### config.mk
export PLATFORM = sky130hd
export DESIGN_NAME = hk_spi_arb
export DESIGN_NICKNAME = d
export VERILOG_FILES = /design/src/rtl/hk_pkg.sv /design/src/rtl/hk_rr_arb.sv /design/src/rtl/hk_spi_arb.sv
export SDC_FILE = /design/constraint.sdc
export NUM_CORES = 1
export LEC_CHECK = 0
export BUFFER_PORTS_ARGS = -buffer_cell sky130_fd_sc_hd__buf_4
export CAP_MARGIN = 20
export CORE_UTILIZATION = 25
export DETAILED_ROUTE_END_ITERATION = 8
export PLACE_DENSITY = 0.54
export SYNTH_ARGS = -nofsm -noshare
export SYNTH_HDL_FRONTEND = slang
export SYNTH_SLANG_ARGS = --single-unit
### constraint.sdc
create_clock -name clk_i -period 1.9 [get_ports clk_i]
set_input_delay 0.19 -clock clk_i [delete_from_list [all_inputs] [get_ports clk_i]]
set_output_delay 0.19 -clock clk_i [all_outputs]
set_load 0.02 [all_outputs]
### src/rtl/hk_pkg.sv
// Shared types and default timeouts for the housekeeping SPI arbiter.
// The state type is used by hk_spi_arb; the constants are its default timeout limits.
package hk_pkg;

    typedef enum logic [2:0] {
        ST_IDLE,
        ST_START,
        ST_WAIT_BSY,
        ST_RUN,
        ST_DONE
    } hk_state_e;

    localparam int HK_STA_TMO = 8;
    localparam int HK_RUN_TMO = 20000;

endpackage

### src/rtl/hk_rr_arb.sv
// NR-way round-robin arbiter producing a one-hot grant.
// The last-granted pointer advances only when the grant is accepted.
module hk_rr_arb #(
    parameter int NR = 2
) (
    input  logic          clk_i,
    input  logic          rstn_i,
    input  logic [NR-1:0] req_i,
    input  logic          accept_i,
    output logic [NR-1:0] gnt_o
);

    localparam int PW = (NR > 1) ? $clog2(NR) : 1;

    logic [PW-1:0] ptr_q, ptr_d;
    logic          found;

    // Search starts one past the last grant and wraps, so the pointer itself is checked last.
    always_comb begin
        gnt_o = '0;
        found = 1'b0;
        for (int i = 1; i <= NR; i++) begin
            for (int j = 0; j < NR; j++) begin
                if (!found && (j == ((int'(ptr_q) + i) % NR)) && req_i[j]) begin
                    gnt_o[j] = 1'b1;
                    found    = 1'b1;
                end
            end
        end
    end

    always_comb begin
        ptr_d = ptr_q;
        for (int j = 0; j < NR; j++) begin
            if (gnt_o[j]) begin
                ptr_d = PW'(j);
            end
        end
    end

    always_ff @(posedge clk_i or negedge rstn_i) begin
        if (!rstn_i) begin
            ptr_q <= PW'(NR - 1);
        end else if (accept_i) begin
            ptr_q <= ptr_d;
        end
    end

endmodule

### src/rtl/hk_spi_arb.sv
// Shares one spi_master between NR requesters with round-robin grant,
// start/run timeouts and registered completion/error pulses.
module hk_spi_arb
    import hk_pkg::*;
#(
    parameter int NR      = 2,
    parameter int TMO_W   = 16,
    parameter int STA_TMO = HK_STA_TMO,
    parameter int RUN_TMO = HK_RUN_TMO
) (
    input  logic             clk_i,
    input  logic             rstn_i,
    input  logic [NR-1:0]    req_i,
    input  logic [NR*16-1:0] wr_h_i,
    input  logic [NR*16-1:0] wr_l_i,
    output logic [NR-1:0]    gnt_o,
    output logic [NR-1:0]    done_o,
    output logic [NR-1:0]    err_o,
    output logic [15:0]      rd_o,
    output logic             spi_start_o,
    output logic [15:0]      spi_wr_h_o,
    output logic [15:0]      spi_wr_l_o,
    input  logic [15:0]      spi_rd_l_i,
    input  logic             spi_bsy_i
);

    localparam logic [TMO_W-1:0] STA_LAST = TMO_W'(STA_TMO - 1);
    localparam logic [TMO_W-1:0] RUN_LAST = TMO_W'(RUN_TMO - 1);

    hk_state_e        state_q;
    logic [TMO_W-1:0] cnt_q;
    logic [TMO_W-1:0] cnt_inc;
    logic [NR-1:0]    gnt_q, done_q, err_q;
    logic             start_q;
    logic [15:0]      rd_q, wrh_q, wrl_q;
    logic [NR-1:0]    arb_gnt;
    logic             accept;
    logic [15:0]      sel_h, sel_l;

    assign accept  = (state_q == ST_IDLE) && (|req_i);
    assign cnt_inc = (cnt_q == '1) ? cnt_q : cnt_q + 1'b1;

    hk_rr_arb #(.NR(NR)) u_rr_arb (
        .clk_i    (clk_i),
        .rstn_i   (rstn_i),
        .req_i    (req_i),
        .accept_i (accept),
        .gnt_o    (arb_gnt)
    );

    always_comb begin
        sel_h = '0;
        sel_l = '0;
        for (int j = 0; j < NR; j++) begin
            if (arb_gnt[j]) begin
                sel_h = wr_h_i[16*j +: 16];
                sel_l = wr_l_i[16*j +: 16];
            end
        end
    end

    // The start pulse is registered out of START, so it appears two cycles after acceptance.
    always_ff @(posedge clk_i or negedge rstn_i) begin
        if (!rstn_i) begin
            state_q <= ST_IDLE;
            cnt_q   <= '0;
            gnt_q   <= '0;
            done_q  <= '0;
            err_q   <= '0;
            start_q <= 1'b0;
            rd_q    <= '0;
            wrh_q   <= '0;
            wrl_q   <= '0;
        end else begin
            start_q <= 1'b0;
            done_q  <= '0;
            err_q   <= '0;
            case (state_q)
                ST_IDLE: begin
                    if (accept) begin
                        gnt_q   <= arb_gnt;
                        wrh_q   <= sel_h;
                        wrl_q   <= sel_l;
                        state_q <= ST_START;
                    end
                end
                ST_START: begin
                    start_q <= 1'b1;
                    cnt_q   <= '0;
                    state_q <= ST_WAIT_BSY;
                end
                ST_WAIT_BSY: begin
                    if (spi_bsy_i) begin
                        cnt_q   <= '0;
                        state_q <= ST_RUN;
                    end else if (cnt_q == STA_LAST) begin
                        err_q   <= gnt_q;
                        gnt_q   <= '0;
                        state_q <= ST_IDLE;
                    end else begin
                        cnt_q <= cnt_inc;
                    end
                end
                ST_RUN: begin
                    if (!spi_bsy_i) begin
                        rd_q    <= spi_rd_l_i;
                        done_q  <= gnt_q;
                        state_q <= ST_DONE;
                    end else if (cnt_q == RUN_LAST) begin
                        err_q   <= gnt_q;
                        gnt_q   <= '0;
                        state_q <= ST_IDLE;
                    end else begin
                        cnt_q <= cnt_inc;
                    end
                end
                ST_DONE: begin
                    gnt_q   <= '0;
                    state_q <= ST_IDLE;
                end
                default: state_q <= ST_IDLE;
            endcase
        end
    end

    assign gnt_o       = gnt_q;
    assign done_o      = done_q;
    assign err_o       = err_q;
    assign rd_o        = rd_q;
    assign spi_start_o = start_q;
    assign spi_wr_h_o  = wrh_q;
    assign spi_wr_l_o  = wrl_q;

endmodule

==> results of run 1 <==
==> cell usage in the layout, fill, tap and decap left out, types with 3 or more instances in the layout <==
master | netlist | final
mux2_2 | 17 | 17
clkinv_2 | 0 | 3
o21ai_0 | 36 | 30
clkbuf_16 | 0 | 9
nor2_1 | 15 | 15
a21oi_1 | 7 | 4
and3_1 | 3 | 3
o21ai_1 | 3 | 5
or4_1 | 3 | 3
nand4_1 | 9 | 9
nor3_1 | 4 | 4
a21oi_2 | 0 | 3
dfrtp_1 | 74 | 74
buf_6 | 2 | 4
inv_1 | 11 | 11
a22oi_1 | 24 | 24
buf_12 | 0 | 3
buf_4 | 3 | 185
a222oi_1 | 8 | 8
a31oi_1 | 5 | 5
nand3_1 | 7 | 6
a21o_1 | 4 | 4
and2_1 | 4 | 4
o21ai_2 | 0 | 3
nand2_1 | 45 | 43
==> sequential cells by signal, summed over array words and instances, names as in the netlist <==
| name | count |
|---|---|
| u_rr_arb.ptr_q | 1 |
| spi_start_o | 1 |
| err_o | 2 |
| cnt_q | 16 |
| gnt_o | 2 |
| rd_o | 16 |
| done_o | 2 |
| spi_wr_l_o | 16 |
| state_q | 3 |
| spi_wr_h_o | 16 |
==> cells in the mapped netlist, drive strengths merged <==
library cell | instances | area (um2)
or3 | 3 | 18.8
nand2 | 46 | 175
or4 | 3 | 22.5
nor2b | 2 | 12.5
a21boi | 2 | 15.0
or2 | 1 | 6.26
a21oi | 7 | 35.0
o31ai | 1 | 7.51
a222oi | 8 | 80.1
nand2b | 1 | 6.26
inv | 12 | 45.0
nor3 | 5 | 30.0
o21a | 2 | 15.0
a41o | 1 | 10.0
o22a | 1 | 8.76
nand4 | 10 | 68.8
dfstp | 1 | 26.3
a31oi | 5 | 31.3
o211ai | 1 | 7.51
a21o | 4 | 30.0
a41oi | 2 | 17.5
and3 | 3 | 18.8
o311ai | 1 | 8.76
o32ai | 1 | 8.76
ha | 1 | 12.5
and4 | 3 | 28.8
nand3 | 7 | 35.0
dfrtp | 74 | 1850
a22oi | 24 | 180
o21ai | 39 | 195
a311o | 1 | 10.0
nor2 | 16 | 62.6
nor4 | 3 | 40.0
buf | 9 | 65.1
o21bai | 2 | 15.0
a311oi | 1 | 8.76
mux2 | 17 | 191
clkbuf | 13 | 48.8
nor4bb | 1 | 10.0
and2 | 4 | 25.0
a22o | 1 | 8.76
==> through the flow <==
| stage | util | cell area [um2] | setup WS, ns | hold WS, ns |
|---|---|---|---|---|
| after detailed placement | 0.375 | 5050 | -0.166 | 0.215 |
| after CTS | 0.400 | 5380 | -0.126 | 0.0476 |
| after global placement | 0.375 | 5050 | -0.127 | 0.211 |
| final | 0.405 | 5450 | -0.132 | 0.0654 |
| after global routing | 0.405 | 5450 | -0.239 | 0.0616 |
| after floorplan | - | 3500 | -0.0360 | -0.106 |
==> worst min-delay path by stage <==
stage	end	start	slack, ns	cells past startpoint
after global routing	spi_wr_h_o[14]	wr_h_i[14]	0.06	3
after global placement	rd_o[15]	rstn_i	0.21	1
after detailed placement	rd_o[15]	rstn_i	0.21	1
final	spi_wr_h_o[13]	wr_h_i[13]	0.07	3
after CTS	spi_wr_h_o[13]	wr_h_i[13]	0.05	3
after floorplan	cnt_q[0]	rstn_i	-0.11	0
==> what timing repair did <==
action                                  CTS  global route
endpoints found under the setup margin   12            19
pin swaps                                 5            15
hold endpoints to repair                 36             0
buffers inserted                          2             5
gates resized for setup                  12            14
hold buffers                              1             0
==> where the power goes <==
part,internal (mW),switching [mW],total [mW]
Clock,0.905,0.618,1.52
Sequential,2.17,0.339,2.51
Combinational,1.74,1.98,3.71
Total,4.81,2.93,7.75
==> final cells by class <==
| class | count | share of cell area |
|---|---|---|
| Timing Repair Buffer | 193 | 0.276 |
| Clock buffer | 12 | 0.0452 |
| Tap cell | 176 | 0.0404 |
| Multi-Input combinational cell | 230 | 0.282 |
| Sequential cell | 75 | 0.344 |
| Inverter | 12 | 0.00964 |
| Clock inverter | 3 | 0.00275 |
==> routing by layer <==
| layer | share of wire | GRT usage | vias to the layer above |
|---|---|---|---|
| met5 | 0 | 0 | - |
| met4 | 0.016 | 0.0571 | 0 |
| met3 | 0.079 | 0.0467 | 9 |
| met2 | 0.48 | 0.238 | 139 |
| met1 | 0.42 | 0.178 | 1598 |
| li1 | - | - | 1620 |
==> worst max-delay path: cells and delay by family (launching register included) <==
family / cells / cell delay, ns
DFF: 1 / 0.39
buffers and inverters: 1 / 0.16
and+or+nand+nor: 4 / 0.72
AOI/OAI and AO/OA: 2 / 0.50
adders and majority gates: 1 / 0.19
==> cells by family after synthesis <==
family,synth area share
AO/OA/AOI/OAI,0.198
flip-flops,0.537
buffers and inverters,0.0455
multiplexers,0.0548
adder cells (fa/ha/maj),0.00358
AND/OR/NAND/NOR,0.160
==> run_results.csv, run 1 <==
group,metric,value,unit
status,status,"finished with violations",
status,violations,"negative setup slack",
cts,path_clk_slew,0.05,ns
critical_path,crit_chain,"ha_2 > nor4bb_1 > nand4_1 > nor3_2 > a311o_2 > buf_6 > or4_1 > o21ai_1",
placed_design,dp_hpwl,7530,um
routing,drc_errors,0,
routing,vias,3366,
critical_path,startpoint_type,"flop",
critical_path,critPathCaptureType,"flop",
critical_path,cp-endpoint,"cnt_q[0]",
critical_path,rr_endpoint,"cnt_q[0]",
sta,setup_tns,-0.656,ns
critical_path,worstSetupPathType,"flop to flop",
routing,wire_per_inst,14.6,um
sta,hold_viol_final,0,
cts,htree_num_levels,3,
critical_path,ff2ff_path_depth,8,
placed_design,portBuffers,139,
sta,post-route-min-period,2.03,ns
cts,numCtsBuffers,9,
grt,grt_util_all_layers,0.146,
routing,drt_iter0_drc,197,
logic_synthesis,syn-cell-area,3490,um2
routing,drt-pass1-iter-count,4,
sta,report.final.slew_viol_count,0,
grt,grt_max_degree,49,
critical_path,critical_path.max_stage_delay,0.41,ns
die,die_h,120,um
cts,cts.sink_count,75,
die,core.rowCount,42,
pwr,ir_drop,0.926,mV
job,maxCapViolCount,0,
logic_synthesis,seq_area_frac_synth,0.537,
critical_path,reg2reg_slack,-0.13,ns
cts,root_buffer,"clkbuf_16",
sta,skew,0.00325,ns
critical_path,crit_start,"cnt_q[1]",
logic_synthesis,ys_ff_latch,75,
worst_hold_path,hp-class,"input port to flop",
logic_synthesis,syn-num-nets,425,
critical_path,cpMaxStageDelayCell,"a311o_2",
pwr,powerDensity,1420,nW/um2
grt,grt_overflow,0,
layout,seq_area,1880,um2
layout,fin_nets,607,
die,core_region_area,13500,um2
placed_design,dp.cells,678,
die,die_area,14500,um2
logic_synthesis,yosysUniqueCellTypes,52,
sta,rsz0062_at_grt,"true",
sta,fmax,0.492,GHz
sta,finalSetupViolCount,9,
die,io_pins,140,
routing,via_per_inst,4.80,
pwr,power.total,7.75,mW
grt,antenna_found_initial,0,
layout,drive_gt1_frac,0.474,
cts,cts_tree,"done",
die,initial_core_util,0.260,
sta,layout_setup_ws,-0.132,ns
sta,layout_worst_path_cycle_share,1.07,
logic_synthesis,synthCells,339,
routing,ant_nets,0,
sta,relSlewSlack,0.521,
logic_synthesis,synth_area_per_cell,10.3,um2
layout,antennaDiodeCount,0,
routing,drt-total-wl,10200,um
placed_design,gp_congestion,0.814,
pwr,total_leakage_power,2.68,nW
critical_path,cp_data_arrival_time,2.29,ns
grt,grt_first_pass_wirelength,16400,um
critical_path,crit_required,2.16,ns
critical_path,crit_fanout,5,
critical_path,reg2reg_from,"cnt_q[1]",
layout,finalNonFillerCells,701,
grt,grt_pass1_vias,3341,
cts,clockBufferDepth,2,
layout,syn_to_final_growth,56.0,%
layout,fill_cells,1348,
logic_synthesis,yosysWarnings,0,
die,die_w,120,um
layout,multi_input_area,1540,um2
sta,tightest_slew,0.716,ns
cts,clock_latency,0.34,ns
No activity file was read; power rests on OpenSTA's default activity.
==> run 2: changes to the inputs <==
--- a/config.mk
+++ b/config.mk
@@ -7,9 +7,10 @@
 export LEC_CHECK = 0
 export BUFFER_PORTS_ARGS = -buffer_cell sky130_fd_sc_hd__buf_4
 export CAP_MARGIN = 20
-export CORE_UTILIZATION = 25
+export CORE_UTILIZATION = 44
 export DETAILED_ROUTE_END_ITERATION = 8
-export PLACE_DENSITY = 0.54
+export PLACE_DENSITY = 0.83
 export SYNTH_ARGS = -nofsm -noshare
 export SYNTH_HDL_FRONTEND = slang
 export SYNTH_SLANG_ARGS = --single-unit
+export TNS_END_PERCENT = 1
==> run_results.csv, run 2 (synthesis gave the netlist of run 1 again) <==
group,metric,value,unit
critical_path,critical_path.max_stage_delay,0.50,ns
cts,cts.sink_count,75,
critical_path,cp_data_arrival_time,2.45,ns
pwr,seqPwrFrac,0.340,
routing,via_per_inst,5.50,
grt,grt_util_all_layers,0.234,
routing,ant_nets,0,
grt,grt_max_degree,49,
pwr,clockPowerShare,0.163,
critical_path,cpMaxStageDelayCell,"or4_1",
cts,path_clk_slew,0.08,ns
layout,antennaDiodeCount,0,
routing,drt_iter0_drc,193,
sta,hold_viol_final,0,
status,violations,"negative setup slack",
critical_path,crit_chain,"ha_2 > nor4bb_4 > nand4_1 > nor3_2 > a311o_1 > or4_1 > a21oi_1",
routing,vias,3434,
pwr,swShare,0.390,
pwr,total_leakage_power,2.60,nW
die,die_w,91.1,um
die,io_pins,140,
cts,clockBufferDepth,2,
pwr,powerDensity,1410,nW/um2
routing,drt-total-wl,9660,um
cts,htree_num_levels,3,
critical_path,critPathCaptureType,"flop",
grt,grt_pass1_vias,3415,
critical_path,crit_required,2.16,ns
grt,grt_overflow,0,
pwr,pwr-share-comb,0.496,
placed_design,dp_hpwl,7190,um
layout,fin_nets,603,
sta,fmax,0.457,GHz
die,die_h,91.1,um
pwr,ir_drop,1.04,mV
sta,finalSetupViolCount,17,
sta,post-route-min-period,2.19,ns
routing,wire_per_inst,15.5,um
sta,setup_tns,-3.07,ns
routing,drt-pass1-iter-count,5,
layout,drive_gt1_frac,0.467,
cts,cts_tree,"done",
status,status,"finished with violations",
layout,most-common-layout-cells,"183 x buf_4, 74 x dfrtp_1, 42 x nand2_1, 33 x o21ai_0, 24 x a22oi_1",
sta,skew,0.0126,ns
sta,layout_setup_ws,-0.290,ns
die,core.rowCount,32,
die,core_region_area,7690,um2
sta,tightest_slew,0.580,ns
layout,mostFrequentLayoutCell,"buf_4",
cts,clock_latency,0.35,ns
grt,antenna_found_initial,0,
cts,numCtsBuffers,9,
sta,report.final.slew_viol_count,0,
sta,layout_worst_path_cycle_share,1.15,
die,initial_core_util,0.455,
job,maxCapViolCount,0,
pwr,p_sw,2.87,mW
critical_path,path_buf_inv,0,
sta,relSlewSlack,0.614,
placed_design,gp_congestion,0.903,
cts,root_buffer,"clkbuf_8",
sta,rsz0062_at_grt,"true",
grt,grt_first_pass_wirelength,15500,um
critical_path,worstSetupPathType,"flop to flop",
die,die_area,8300,um2
placed_design,portBuffers,139,
pwr,internal_power,4.50,mW
layout,syn_to_final_growth,49.7,%
sta,holdWs,0.0578,ns
routing,drc_errors,0,
critical_path,cp_top_family,"simple AND/OR/NAND/NOR gates",
critical_path,crit_fanout,5,
critical_path,startpoint_type,"flop",
worst_hold_path,hp-class,"input port to flop",
## run 2: changes by cell type in the layout (fill, tap and decap cells not counted), sizes merged
| cell | delta |
|---|---|
| buf | -4 |
| clkbuf | -2 |
| bufinv | +1 |
| clkinvlp | +1 |
| inv | +1 |
## run 2: what timing repair did
item,CTS,global route
gates resized for setup,0,15
buffers inserted,0,4
pin swaps,1,11
hold buffers,1,0
setup endpoints to repair,16,19
endpoints found under the hold margin,43,0
## run 2: path summary, 6_finish.rpt
path                                 from  depth (start not counted)  slack (ns)             end
max                              cnt_q[0]                          7       -0.29        cnt_q[3]
max reg2reg                      cnt_q[0]                          7       -0.29        cnt_q[3]
min                            wr_h_i[12]                          3        0.06  spi_wr_h_o[12]
max in group asynchronous          rstn_i                          3        0.95   spi_wr_h_o[3]
min in group asynchronous          rstn_i                          2        0.40         rd_o[2]
min reg2reg                spi_wr_l_o[12]                          2        0.48  spi_wr_l_o[12]
## run 2: routing by layer
metal	vias up	GRT usage	wire length [um]
met2	162	0.408	4920
met1	1647	0.280	3870
met4	0	0.0899	182
met5	-	0	0
met3	15	0.0536	690
li1	1610	-	-
## run 2: power by group through the flow
stage | logic (mW) | clock network [mW] | registers (mW)
3_3_place_gp | 3.43 | 0 | 2.51
5_1_grt | 3.94 | 1.28 | 2.58
2_1_floorplan | 1.35 | 0 | 3.09
3_5_place_dp | 3.53 | 0 | 2.53
6_report | 3.66 | 1.21 | 2.51
4_1_cts | 3.54 | 1.23 | 2.51
## run 2: worst register-to-register path: cells and delay by family, from the launching register on
kind / cells / cell delay (ns)
and+or+nand+nor: 4 / 0.90
AOI/OAI and AO/OA: 2 / 0.62
DFF: 1 / 0.39
adders and majority gates: 1 / 0.20
## run 2: layout make-up
type                    instances  area (um2)
well taps                     102         128
clock buffers                  10         128
flip-flops and latches         75        1880
repair buffers                189        1460
multi-input cells             230        1530
fillers                       608        2460
clock inverters                 6        65.1
inverters                      12        45.0
## run 2: through the flow
stage	setup slack (ns)	total power [mW]	area (um2)	cells	utilization
4_1_cts	-0.182	7.28	5140	620	0.669
2_1_floorplan	-0.0360	4.43	3500	339	-
6_report	-0.290	7.38	5230	624	0.680
3_3_place_gp	-0.103	5.94	4940	603	0.642
3_5_place_dp	-0.177	6.06	4940	603	0.642
5_1_grt	-0.359	7.81	5230	624	0.680
